===== src/rtl/psum_accumulator.sv =====
// Sums ACC_TERMS unsigned 17-bit adder results into one 16-bit saturated word.
// Valid/ready on both sides; one result is held until the downstream takes it.
module psum_accumulator #(
  parameter int ACC_TERMS = 3,
  parameter int ACC_W     = 19
) (
  input  logic        clk,
  input  logic        rst_n,
  input  logic        flush,
  input  logic        in_valid,
  output logic        in_ready,
  input  logic [15:0] in_sum,
  input  logic        in_cout,
  output logic        out_valid,
  input  logic        out_ready,
  output logic [15:0] out_data,
  output logic        out_sat
);

  // state | meaning
  // IDLE  | acc=0, cnt=0, waiting for the first term
  // ACC   | partial sum held, 0 < cnt < ACC_TERMS
  // HOLD  | result presented on out_*, waiting for out_ready

  localparam int CNT_W = 4;
  localparam logic [CNT_W-1:0] LAST_CNT = CNT_W'(ACC_TERMS - 1);

  typedef enum logic [1:0] {
    IDLE = 2'd0,
    ACC  = 2'd1,
    HOLD = 2'd2
  } state_t;

  state_t           r_state, w_state_nxt;
  logic [ACC_W-1:0] r_acc, w_acc_nxt;
  logic [CNT_W-1:0] r_cnt, w_cnt_nxt;
  logic [15:0]      r_out_data, w_out_data_nxt;
  logic             r_out_sat, w_out_sat_nxt;
  logic             r_live;

  logic [ACC_W-1:0] w_term;
  logic [ACC_W-1:0] w_total;
  logic             w_total_ovf;
  logic             w_accept;

  assign w_term      = ACC_W'({in_cout, in_sum});
  assign w_total     = r_acc + w_term;
  assign w_total_ovf = (w_total > ACC_W'(16'hFFFF));

  // r_live keeps in_ready low until the first edge after reset release
  assign in_ready  = r_live && (r_state != HOLD);
  assign w_accept  = in_valid && in_ready;
  assign out_valid = (r_state == HOLD);
  assign out_data  = r_out_data;
  assign out_sat   = r_out_sat;

  always_ff @(posedge clk or negedge rst_n) begin
    if (!rst_n) begin
      r_state    <= IDLE;
      r_acc      <= '0;
      r_cnt      <= '0;
      r_out_data <= 16'h0000;
      r_out_sat  <= 1'b0;
      r_live     <= 1'b0;
    end else begin
      r_state    <= w_state_nxt;
      r_acc      <= w_acc_nxt;
      r_cnt      <= w_cnt_nxt;
      r_out_data <= w_out_data_nxt;
      r_out_sat  <= w_out_sat_nxt;
      r_live     <= 1'b1;
    end
  end

  always_comb begin
    w_state_nxt    = r_state;
    w_acc_nxt      = r_acc;
    w_cnt_nxt      = r_cnt;
    w_out_data_nxt = r_out_data;
    w_out_sat_nxt  = r_out_sat;

    if (flush) begin
      // the last result stays on out_data; only the handshake is withdrawn
      w_state_nxt = IDLE;
      w_acc_nxt   = '0;
      w_cnt_nxt   = '0;
    end else begin
      case (r_state)
        IDLE, ACC: begin
          if (w_accept) begin
            if (r_cnt == LAST_CNT) begin
              w_state_nxt    = HOLD;
              w_out_data_nxt = w_total_ovf ? 16'hFFFF : w_total[15:0];
              w_out_sat_nxt  = w_total_ovf;
            end else begin
              w_state_nxt = ACC;
              w_acc_nxt   = w_total;
              w_cnt_nxt   = r_cnt + 1'b1;
            end
          end
        end
        HOLD: begin
          if (out_ready) begin
            w_state_nxt = IDLE;
            w_acc_nxt   = '0;
            w_cnt_nxt   = '0;
          end
        end
        default: begin
          w_state_nxt = IDLE;
          w_acc_nxt   = '0;
          w_cnt_nxt   = '0;
        end
      endcase
    end
  end

endmodule


===== config.mk =====
export PLATFORM = sky130hd
export DESIGN_NAME = psum_accumulator
export DESIGN_NICKNAME = d
export VERILOG_FILES = /design/src/rtl/psum_accumulator.sv
export SDC_FILE = /design/constraint.sdc
export NUM_CORES = 1
export LEC_CHECK = 0
export ABC_CLOCK_PERIOD_IN_PS = 2500
export BUFFER_PORTS_ARGS = -buffer_cell sky130_fd_sc_hd__buf_2
export CAP_MARGIN = 40
export CORE_MARGIN = 1
export CORE_UTILIZATION = 45
export CTS_CLUSTER_SIZE = 10
export DETAILED_ROUTE_END_ITERATION = 6
export PLACE_DENSITY_LB_ADDON = 0.25
export SYNTH_ARGS = -nofsm -noshare
export SYNTH_HDL_FRONTEND = slang
export SYNTH_SLANG_ARGS = --single-unit

===== constraint.sdc =====
create_clock -name clk -period 2.5 [get_ports clk]
set_clock_uncertainty 0.1 [all_clocks]
set_input_delay 0 -clock clk [delete_from_list [all_inputs] [get_ports clk]]
set_output_delay 0 -clock clk [all_outputs]
set_load 0.03 [all_outputs]

==> metrics.yaml, run 1 <==
drt:
  drt-total-wl_mm: 7.253
  first_iter_violations: 214
  drtPass1Iterations: 4
  wire_per_inst_um: 16.19
  via_per_inst: 5.850
  drc: 0
  vias: 2621
  ant_nets: 0
clock_network:
  cts_tree: "built"
  cts.htree.levels: 2
  cts_setup_buffers: 0
  clock_path_buffers: 2
  cts_buffers: 5
  clock_latency_ps: 300
  clockRootBuffer: "clkbuf_8"
  clkTransAtPathRegs_ps: 90
  clkSinkCount: 43
outcome:
  violations: "setup timing"
  status: "complete, but fails checks"
sta:
  period_share: 1.040
  setup_slack_ps: -100.5
  fin_hold_ws_ps: 10.51
  clock.fmax_mhz: 384.5
  drv_slew: 0
  slew_headroom: 0.6272
  fin_crit_ps: 2600
  rsz0062_at_grt: "yes"
  setup_violations: 18
  hold_violations: 0
  worstMarginPinSlew_ps: 559.2
  fin_tns_setup_ps: -784.3
floorplanning:
  pin_count: 41
  row_count: 28
  die_w_um: 80.87
  dieArea_mm2: 0.006539
  start_util: 0.4700
  core_area_mm2: 0.005956
  fp.dieH_um: 80.87
synth:
  synthAdderAreaFrac: 0.09209
  synth.area.mux_share: 0.01207
  syn-num-nets: 343
  synth-seq-cells: 43
  ys_seq_area_frac: 0.3844
  synth.distinct_cells: 52
  syn_area_per_cell_um2: 9.299
  synthXorXnorAreaFrac: 0.02816
  postSynth.asyncResetShare: 1.000
  synthFlopType: "dfrtp_1"
  synth_edf_count: 0
  yosys.area.top_type_share: 0.3844
  yosys.area_share.simple: 0.1654
  synth-compound-area-share: 0.2825
  mappedNetlistArea_mm2: 0.002799
  postSynthCellCount: 301
  synth_top_family_by_area: "compound AO/OA/AOI/OAI gates"
  synth_area_leaders: "dfrtp_1, ha_1, nand2_1, a21oi_1, o21ai_0"
  yosysWarnings: 0
  synth_top_cell_by_area: "dfrtp_1"
layout:
  antenna_cells: 0
  final_cell_count_no_fill: 448
  synthToLayoutAreaGrowth_pct: 26.51
  fin_nets: 414
  drive_gt1_frac: 0.3003
setup_path:
  crit_fanout: 5
  ff2ff_path_depth: 9
  r2r_end: "out_data[15]"
  end_kind: "flip-flop"
  critPathRequiredTime_ps: 2580
  startpoint_type: "flip-flop"
  rrSetupSlack_ps: -100
  critPathArrivalTime_ps: 2680
  reg2reg_from: "r_acc[13]"
  path_class: "reg -> reg"
  endpoint: "out_data[15]"
  startpoint: "r_acc[13]"
power_and_ir_drop:
  p_leak_nw: 1.648
  vdd_drop_max_uv: 522.5
  power_density_mw_per_mm2: 745.6
flow_run:
  cap_viol_max_count: 0
placed_design:
  dp_hpwl_mm: 5.367
  dpl.cell_count: 437
  gp_congestion: 0.9350
  port_buffers: 40
min_path:
  min_from: "flush"
  hold_class: "in -> reg"
grt:
  grt_pass1_vias: 2386
  antenna_found_initial: 0
  grt_pass1_wl_mm: 11.80
  grt_max_degree: 31
  overflow: 0
  grt_use_total: 0.2362
## cell families after synthesis
family / count (synthesis)
flip-flops: 43
AND/OR/NAND/NOR: 91
adder cells (fa/ha/maj): 20
buffers and inverters: 21
AO/OA/AOI/OAI: 113
XOR/XNOR: 9
multiplexers: 3
other: 1
## layer usage
| metal | vias up | share of wire | GRT usage |
|---|---|---|---|
| met5 | - | 0 | 0 |
| met4 | 0 | 0.012 | 0.06786 |
| met3 | 8 | 0.059 | 0.03933 |
| met2 | 76 | 0.45 | 0.3521 |
| met1 | 1253 | 0.48 | 0.3478 |
| li1 | 1284 | - | - |
## where the power goes
group / total, mW / switching (mW) / internal, mW
Clock: 0.509 / 0.257 / 0.252
Sequential: 0.938 / 0.0831 / 0.855
Combinational: 1.19 / 0.737 / 0.456
Total: 2.64 / 1.08 / 1.56
## synth_stat cells (3+ instances only)
cell type / number
a21boi_2: 4
o21ai_0: 23
clkbuf_1: 9
a22oi_1: 5
nor2b_1: 3
a31oi_1: 18
a21oi_1: 23
nand2_1: 32
nor2_1: 24
nor3_1: 4
or3_1: 7
inv_1: 6
a21o_1: 4
and4_1: 3
xor2_1: 8
a22o_1: 7
dfrtp_1: 43
a32o_1: 5
nand3_1: 3
mux2_2: 3
nand4_1: 3
o21a_1: 4
ha_1: 19
buf_2: 4
## cell type report
class | count | area [um2]
Sequential cell | 43 | 1076
Fill cell | 513 | 2415
Timing Repair Buffer | 78 | 539.3
Tap cell | 75 | 93.84
Inverter | 6 | 22.52
Clock inverter | 1 | 7.507
Clock buffer | 7 | 96.34
Multi-Input combinational cell | 238 | 1705
## worst min-delay path by stage
stage	to	cells past startpoint	slack [ps]
2_1_floorplan	out_data[0]	0	-400
3_3_place_gp	out_data[11]	1	110
3_5_place_dp	out_data[11]	1	-160
4_1_cts	r_state[1]	3	4
5_1_grt	r_state[1]	3	10
6_report	r_state[1]	3	10
## what timing repair did
action | in CTS | in global routing
hold endpoints to repair | 44 | 0
gates resized for setup | 6 | 8
cloned | 1 | 0
hold buffers | 2 | 0
setup endpoints to repair | 21 | 23
pin swaps | 2 | 4
## critical path: stages (launching register included)
cell	delay, ps
dfrtp_1	400
ha_1	390
nand2_1	120
or3_1	430
nor3_2	320
buf_4	190
o311ai_4	110
buf_6	150
a22oi_1	180
a31oi_1	100
## placed cells by master, fill, tap and decap left out, types with 2 or more instances in the layout
master / count
inv_1: 6
dlygate4sd3_1: 2
buf_2: 40
nor3_1: 4
o22ai_1: 2
a32o_1: 5
nand4_1: 3
and4_1: 3
or3_1: 6
a211o_1: 2
a21oi_1: 22
and2_1: 2
or4_4: 2
o21ai_1: 2
buf_12: 3
and3_1: 2
o21ai_0: 21
buf_6: 3
o211ai_1: 2
ha_1: 18
o21a_1: 4
a22oi_1: 4
o211a_1: 2
a22o_1: 7
dfrtp_1: 43
nand3_1: 3
xor2_1: 7
a21oi_2: 3
a31oi_1: 18
nor2_1: 24
nand2_1: 32
buf_4: 30
a21boi_2: 4
a21o_1: 4
clkbuf_8: 7
mux2_2: 3
nor2b_1: 3
## state kept, by name, summed over array words and instances, names as in the netlist
register,count
r_cnt,4
r_live,1
r_acc,19
out_sat,1
out_data,16
r_state,2
## metrics by stage
stage / util / setup slack [ps] / instance area, um2 / total power [mW]
after floorplan: - / -105.1 / 2820 / 1.715
after global placement: 0.5584 / -47.67 / 3326 / 2.098
after detailed placement: 0.5618 / -75.45 / 3346 / 2.119
after CTS: 0.5899 / -72.34 / 3513 / 2.647
after global routing: 0.5945 / -184.9 / 3541 / 2.819
final: 0.5945 / -100.5 / 3541 / 2.640
No activity file was read; power rests on OpenSTA's default activity.
==> run 2, diff against run 1 <==
Settings changed: RECOVER_POWER set to 50.
==> run 2 against run 1 <==
Effect of this change:
- the flow still finishes with violations (setup timing)
- utilization fell by 0.27 points
- final area fell by 0.46%
- maximum frequency fell by 0.22%
- critical endpoint unchanged
- largest power group unchanged
==> metrics.yaml, run 2 (synthesis results as in run 1) <==
sta:
  slew_headroom: 0.4555  # -0.1717
  period_share: 1.042  # +0.002304
  setup_violations: 18  # unchanged
  worstMarginPinSlew_ps: 816.7  # +257.5 ps
  fin_tns_setup_ps: -891.8  # -107.5 ps
  clock.fmax_mhz: 383.7  # -0.22%
  drv_slew: 0  # unchanged
  hold_violations: 0  # unchanged
  fin_crit_ps: 2606  # +5.759 ps
  rsz0062_at_grt: "yes"
  setup_slack_ps: -106.2  # -5.759 ps
setup_path:
  crit_fanout: 5  # unchanged
  critPathRequiredTime_ps: 2580  # about the same
  end_kind: "flip-flop"
  path_class: "reg -> reg"
  rrSetupSlack_ps: -110  # about the same
  critPathArrivalTime_ps: 2690  # about the same
  reg2reg_from: "r_acc[13]"
  r2r_end: "out_data[15]"
  ff2ff_path_depth: 9  # unchanged
  startpoint_type: "flip-flop"
min_path:
  hold_class: "in -> reg"
  min_from: "flush"
  holdPathStages: 3  # unchanged
  hold_end: "r_state[1]"
layout:
  final_common_cell: "dfrtp_1"
  largest_reg_flops: 19  # unchanged
  synthToLayoutAreaGrowth_pct: 25.93
  drive_gt1_frac: 0.2976  # -0.002681
  fin_nets: 414  # unchanged
  final_cell_count_no_fill: 448  # unchanged
  antenna_cells: 0  # unchanged
  fillers: 516  # +0.58%
  final_cell_mix: "dfrtp_1, buf_2, nand2_1, buf_4, nor2_1"
  post-route-util: 0.5918  # -0.002731
  top_register: "r_acc"
floorplanning:
  pin_count: 41  # unchanged
  fp.dieH_um: 80.87  # unchanged
  row_count: 28  # unchanged
  dieArea_mm2: 0.006539  # unchanged
  start_util: 0.4700  # unchanged
  core_area_mm2: 0.005956  # unchanged
  die_w_um: 80.87  # unchanged
clock_network:
  clkTransAtPathRegs_ps: 90  # about the same
  cts.htree.levels: 2  # unchanged
  cts_tree: "built"
  clock_latency_ps: 300  # about the same
  clkSinkCount: 43  # unchanged
  clock_path_buffers: 2  # unchanged
  cts_buffers: 5  # unchanged
  clockRootBuffer: "clkbuf_8"
grt:
  grt_pass1_vias: 2386  # unchanged
  overflow: 0  # unchanged
  grt_use_total: 0.2362  # unchanged
  grt_max_degree: 31  # unchanged
  grt_pass1_wl_mm: 11.80  # unchanged
  antenna_found_initial: 0  # unchanged
power_and_ir_drop:
  vdd_drop_max_uv: 521.7  # -0.15%
  power_density_mw_per_mm2: 748.2  # +0.34%
  p_leak_nw: 1.640  # -0.49%
flow_run:
  cap_viol_max_count: 0  # unchanged
drt:
  via_per_inst: 5.839  # -0.19%
  drt-total-wl_mm: 7.278  # +0.34%
  drtPass1Iterations: 4  # unchanged
  vias: 2616  # -0.19%
  drc: 0  # unchanged
  first_iter_violations: 214  # unchanged
  wire_per_inst_um: 16.25  # +0.34%
  ant_nets: 0  # unchanged
placed_design:
  port_buffers: 40  # unchanged
  dpl.cell_count: 437  # unchanged
  dp_hpwl_mm: 5.367  # unchanged
  gp_congestion: 0.9350  # unchanged
outcome:
  violations: "setup timing"
  status: "complete, but fails checks"
run 2: timing repair:
| item | 4_1_cts | 5_1_grt |
|---|---|---|
| hold buffers | 2 | 0 |
| endpoints found under the setup margin | 21 | 23 |
| pin swaps | 2 | 4 |
| cloned | 1 | 0 |
| resized for setup | 6 | 8 |
| setup buffers | 0 | 0 |
| hold endpoints to repair | 44 | 0 |
run 2: per-stage QoR:
step	total power [mW]	setup slack, ps	hold slack (ps)	instance area (um2)
2_1_floorplan	1.715	-105.1	-395.6	2820
3_3_place_gp	2.098	-47.67	108.9	3326
3_5_place_dp	2.119	-75.45	-163.2	3346
4_1_cts	2.647	-72.34	3.568	3513
5_1_grt	2.816	-184.9	11.57	3525
6_report	2.637	-106.2	12.86	3525
run 2: critical path, cell delays in order, from the launching register on:
cell and delay, ps:
dfrtp_1 400, ha_1 390, nand2_1 120, or3_1 430, nor3_2 320, buf_4 190, o311ai_4 110, buf_6 150
a22oi_1 170, a31oi_1 100
run 2: cell type report:
class                           instances  area [um2]  area share
Inverter                                6       22.52    0.006390
Multi-Input combinational cell        238        1705      0.4838
Sequential cell                        43        1076      0.3053
Clock buffer                            7       96.34     0.02733
Timing Repair Buffer                   78       523.0      0.1484
Tap cell                               75       93.84     0.02662
Clock inverter                          1       7.507    0.002130
run 2: metal layers:
layer | global-route usage | vias up | wire [um]
met5 | 0 | - | 0
met4 | 0.06786 | 0 | 74
met3 | 0.03933 | 8 | 387
met2 | 0.3521 | 75 | 3254
met1 | 0.3478 | 1248 | 3563
li1 | - | 1285 | -
run 2: worst max path at each step:
stage,from,endpoint,cells past startpoint
2_1_floorplan,r_acc[0],out_data[5],9
3_3_place_gp,r_acc[0],out_data[14],9
3_5_place_dp,r_acc[0],r_acc[14],9
4_1_cts,r_acc[0],out_data[5],10
5_1_grt,r_acc[13],out_data[13],8
6_report,r_acc[13],out_data[15],9
run 2: power breakdown:
group          internal [mW]  switching [mW]
clock                  0.252           0.257
sequential             0.855          0.0827
combinational          0.453           0.737
total                   1.56            1.08
==> run 3, diff against run 2 <==
Settings changed: ABC_AREA set to 1.
==> run 3 against run 2 <==
Effect of this change:
- the run now ends clean
- via count up 0.31%
- final area shrank 6.6%
- first-iteration DRC count shrank 29%
- worst setup slack improved by 330 ps
- worst hold slack improved by 3.7 ps
- maximum frequency is 15% higher
- clock power up 28%
- count of clock-buffer cells in the layout fell by 1
- global-route usage decreased by 0.94 points
- critical endpoint is now r_state[1]
- largest cell class unchanged
- largest power group unchanged
==> metrics.yaml, run 3 <==
setup_path:
  rrSetupSlack_ps: 220  # +330 ps
  critPathArrivalTime_ps: 2360  # -330 ps
  reg2reg_from: "r_state[1]"
  r2r_end: "r_state[1]"
  crit_fanout: 8  # +3
  startpoint_type: "flip-flop"
  critPathRequiredTime_ps: 2590  # about the same
  end_kind: "flip-flop"
  ff2ff_path_depth: 10  # +1
  path_class: "reg -> reg"
grt:
  grt_pass1_wl_mm: 11.49  # -2.6%
  grt_busiest_layer: "met2"
  use_met3: 0.01798  # -0.02135
  grt_max_degree: 28  # -9.7%
  gr-usage-met1: 0.3259  # -0.02189
  grt_pass1_vias: 2557  # +7.2%
  antenna_found_initial: 0  # unchanged
  grt_use_total: 0.2267  # -0.009434
  overflow: 0  # unchanged
  met2_usage: 0.3563  # +0.004202
placed_design:
  dp_hpwl_mm: 5.175  # -3.6%
  gp_congestion: 0.8802  # -5.9%
  port_buffers: 40  # unchanged
  dpl.cell_count: 506  # +16%
sta:
  hold_violations: 0  # unchanged
  clock.fmax_mhz: 439.4  # +15%
  fin_crit_ps: 2276  # -330.5 ps
  slew_headroom: 0.3798  # -0.07568
  worstMarginPinSlew_ps: 930.3  # +113.5 ps
  period_share: 0.9103  # -0.1322
  fin_tns_setup_ps: 0  # +891.8 ps
  drv_slew: 0  # unchanged
  setup_violations: 0  # -18
min_path:
  min_from: "in_sum[0]"
  hold_end: "r_acc[0]"
  hold_class: "in -> reg"
  holdPathStages: 4  # +1
power_and_ir_drop:
  seqPwrFrac: 0.297  # -0.059
  p_int_mw: 2.033  # +30%
  p_leak_nw: 1.851  # +13%
  power_density_mw_per_mm2: 1160  # +55%
  vdd_drop_max_uv: 655.8  # +26%
  pwr-share-clk: 0.171  # -0.022
  p_sw_frac: 0.4677  # +0.05914
  power_switching_mw: 1.786  # +66%
  pwr-share-comb: 0.532  # +0.081
outcome:
  status: "completed"
clock_network:
  clockRootBuffer: "clkbuf_8"
  cts_buffers: 5  # unchanged
  clkSinkCount: 43  # unchanged
  cts_tree: "built"
  cts.htree.levels: 2  # unchanged
  cts_setup_buffers: 0  # unchanged
  clock_path_buffers: 2  # unchanged
  clock_latency_ps: 310  # about the same
  clkTransAtPathRegs_ps: 90  # about the same
synth:
  yosysWarnings: 0  # unchanged
  syn-num-nets: 435  # +27%
  synth_commonest_cells: "nand2_1, inv_1, dfrtp_1"
  postSynth.asyncResetShare: 1.000  # unchanged
  synth_edf_count: 0  # unchanged
  postSynthCellCount: 393  # +31%
  syn_area_per_cell_um2: 7.176  # -23%
  mappedNetlistArea_mm2: 0.002820  # +0.76%
  synth.distinct_cells: 33  # -37%
  synthFlopType: "dfrtp_1"
  synth_top_cell_by_area: "dfrtp_1"
  ys_seq_area_frac: 0.3815  # -0.002900
  yosys.area.top_type_share: 0.3815  # -0.002900
  synth-seq-cells: 43  # unchanged
  synth_area_leaders: "dfrtp_1, nand2_1, ha_1, inv_1, nand3_1"
  synth_most_common_cell: "nand2_1"
drt:
  drc: 0  # unchanged
  drtPass1Iterations: 5  # +1
  first_iter_violations: 153  # -29%
  ant_nets: 0  # unchanged
  drt-total-wl_mm: 6.723  # -7.6%
  wire_per_inst_um: 12.95  # -20%
  via_per_inst: 5.056  # -13%
  vias: 2624  # +0.31%
flow_run:
  cap_viol_max_count: 0  # unchanged
floorplanning:
  start_util: 0.4708  # +0.0008023
  core_area_mm2: 0.005991  # +0.59%
  dieArea_mm2: 0.006588  # +0.74%
  fp.dieH_um: 81.17  # +0.37%
  pin_count: 41  # unchanged
  row_count: 28  # unchanged
  die_w_um: 81.17  # +0.37%
layout:
  fin_nets: 485  # +17%
  largest_reg_flops: 19  # unchanged
  drive_gt1_frac: 0.1284  # -0.1692
  final_common_cell: "nand2_1"
  antenna_cells: 0  # unchanged
  fillers: 575  # +11%
  synthToLayoutAreaGrowth_pct: 16.68
  final_cell_mix: "nand2_1, inv_1, dfrtp_1, buf_2, nand3_1"
  final_cell_count_no_fill: 519  # +16%
  top_register: "r_acc"
==> run 3: cell types whose count changed in the layout (fill, tap and decap cells not counted), sizes merged, moves of 4 or more <==
cell / delta
a21boi: -4
a21oi: -5
a22o: -6
a22oi: -5
a31oi: -18
a32o: -5
buf: -39
clkbuf: +7
inv: +45
nand2: +111
nand3: +26
o21a: -4
o21ai: +5
or3: -7
==> run 3: logic make-up after synthesis <==
kind of cell	synth area share
and+or+nand+nor	0.3221
buffers and inverters	0.08341
AOI/OAI and AO/OA	0.09539
DFF	0.3815
adders and majority gates	0.09139
xor gates and xnor gates	0.02485
other	0.001330
==> run 3: critical path: stages (launching register included) <==
cell and delay (ps):
dfrtp_1 400, nand2_1 110, inv_2 60, nor2_4 80, nand2_2 80, a21oi_1 240
nand2_2 150, buf_4 200, inv_1 130, a21oi_1 50, dlygate4sd3_1 560
==> run 3: how the worst max path moves through the flow <==
stage,start,end,slack (ps),cells after the start
2_1_floorplan,r_acc[0],out_data[0],370,13
3_3_place_gp,r_acc[0],out_sat,300,12
3_5_place_dp,r_acc[0],out_data[5],220,12
4_1_cts,r_acc[0],out_data[5],170,12
5_1_grt,r_cnt[0],r_state[1],-30,10
6_report,r_state[1],r_state[1],220,10
==> run 3: cell type report <==
class	count	area [um2]	area share
flip-flops and latches	43	1076	0.3270
clock buffers	6	72.57	0.02205
repair buffers	50	274.0	0.08327
inverters	51	191.4	0.05817
well taps	75	93.84	0.02852
multi-input cells	292	1523	0.4627
clock inverters	2	60.06	0.01825
==> run 3: per-layer routing <==
metal  routed length (um)  up-vias
met5                    0        -
met1                 3354     1213
met2                 3005       62
met4                   71        0
li1                     -     1344
met3                  291        5
==> run 3: what timing repair did <==
item                                    CTS  global route
endpoints found under the setup margin    0            18
endpoints found under the hold margin    46             0
gates resized for setup                   0             3
hold buffers                              5             0
==> run 3: power groups by stage <==
stage / clock network [mW] / registers, mW / logic (mW)
3_5_place_dp: 0 / 1.15 / 2.00
6_report: 0.652 / 1.13 / 2.03
2_1_floorplan: 0 / 1.39 / 1.22
3_3_place_gp: 0 / 1.14 / 1.97
4_1_cts: 0.664 / 1.13 / 2.03
5_1_grt: 0.700 / 1.17 / 2.29
==> run 3: per-stage QoR <==
stage / hold slack, ps / cell area [um2] / setup slack, ps / util / power (mW)
floorplan: -395.6 / 2820 / 366.8 / - / 2.612
global placement: 114.0 / 3100 / 301.3 / 0.5175 / 3.112
detailed placement: -138.7 / 3120 / 217.6 / 0.5209 / 3.148
CTS: 22.79 / 3303 / 170.9 / 0.5514 / 3.829
global route: 42.98 / 3291 / -33.81 / 0.5493 / 4.157
finish: 16.52 / 3291 / 224.3 / 0.5493 / 3.819
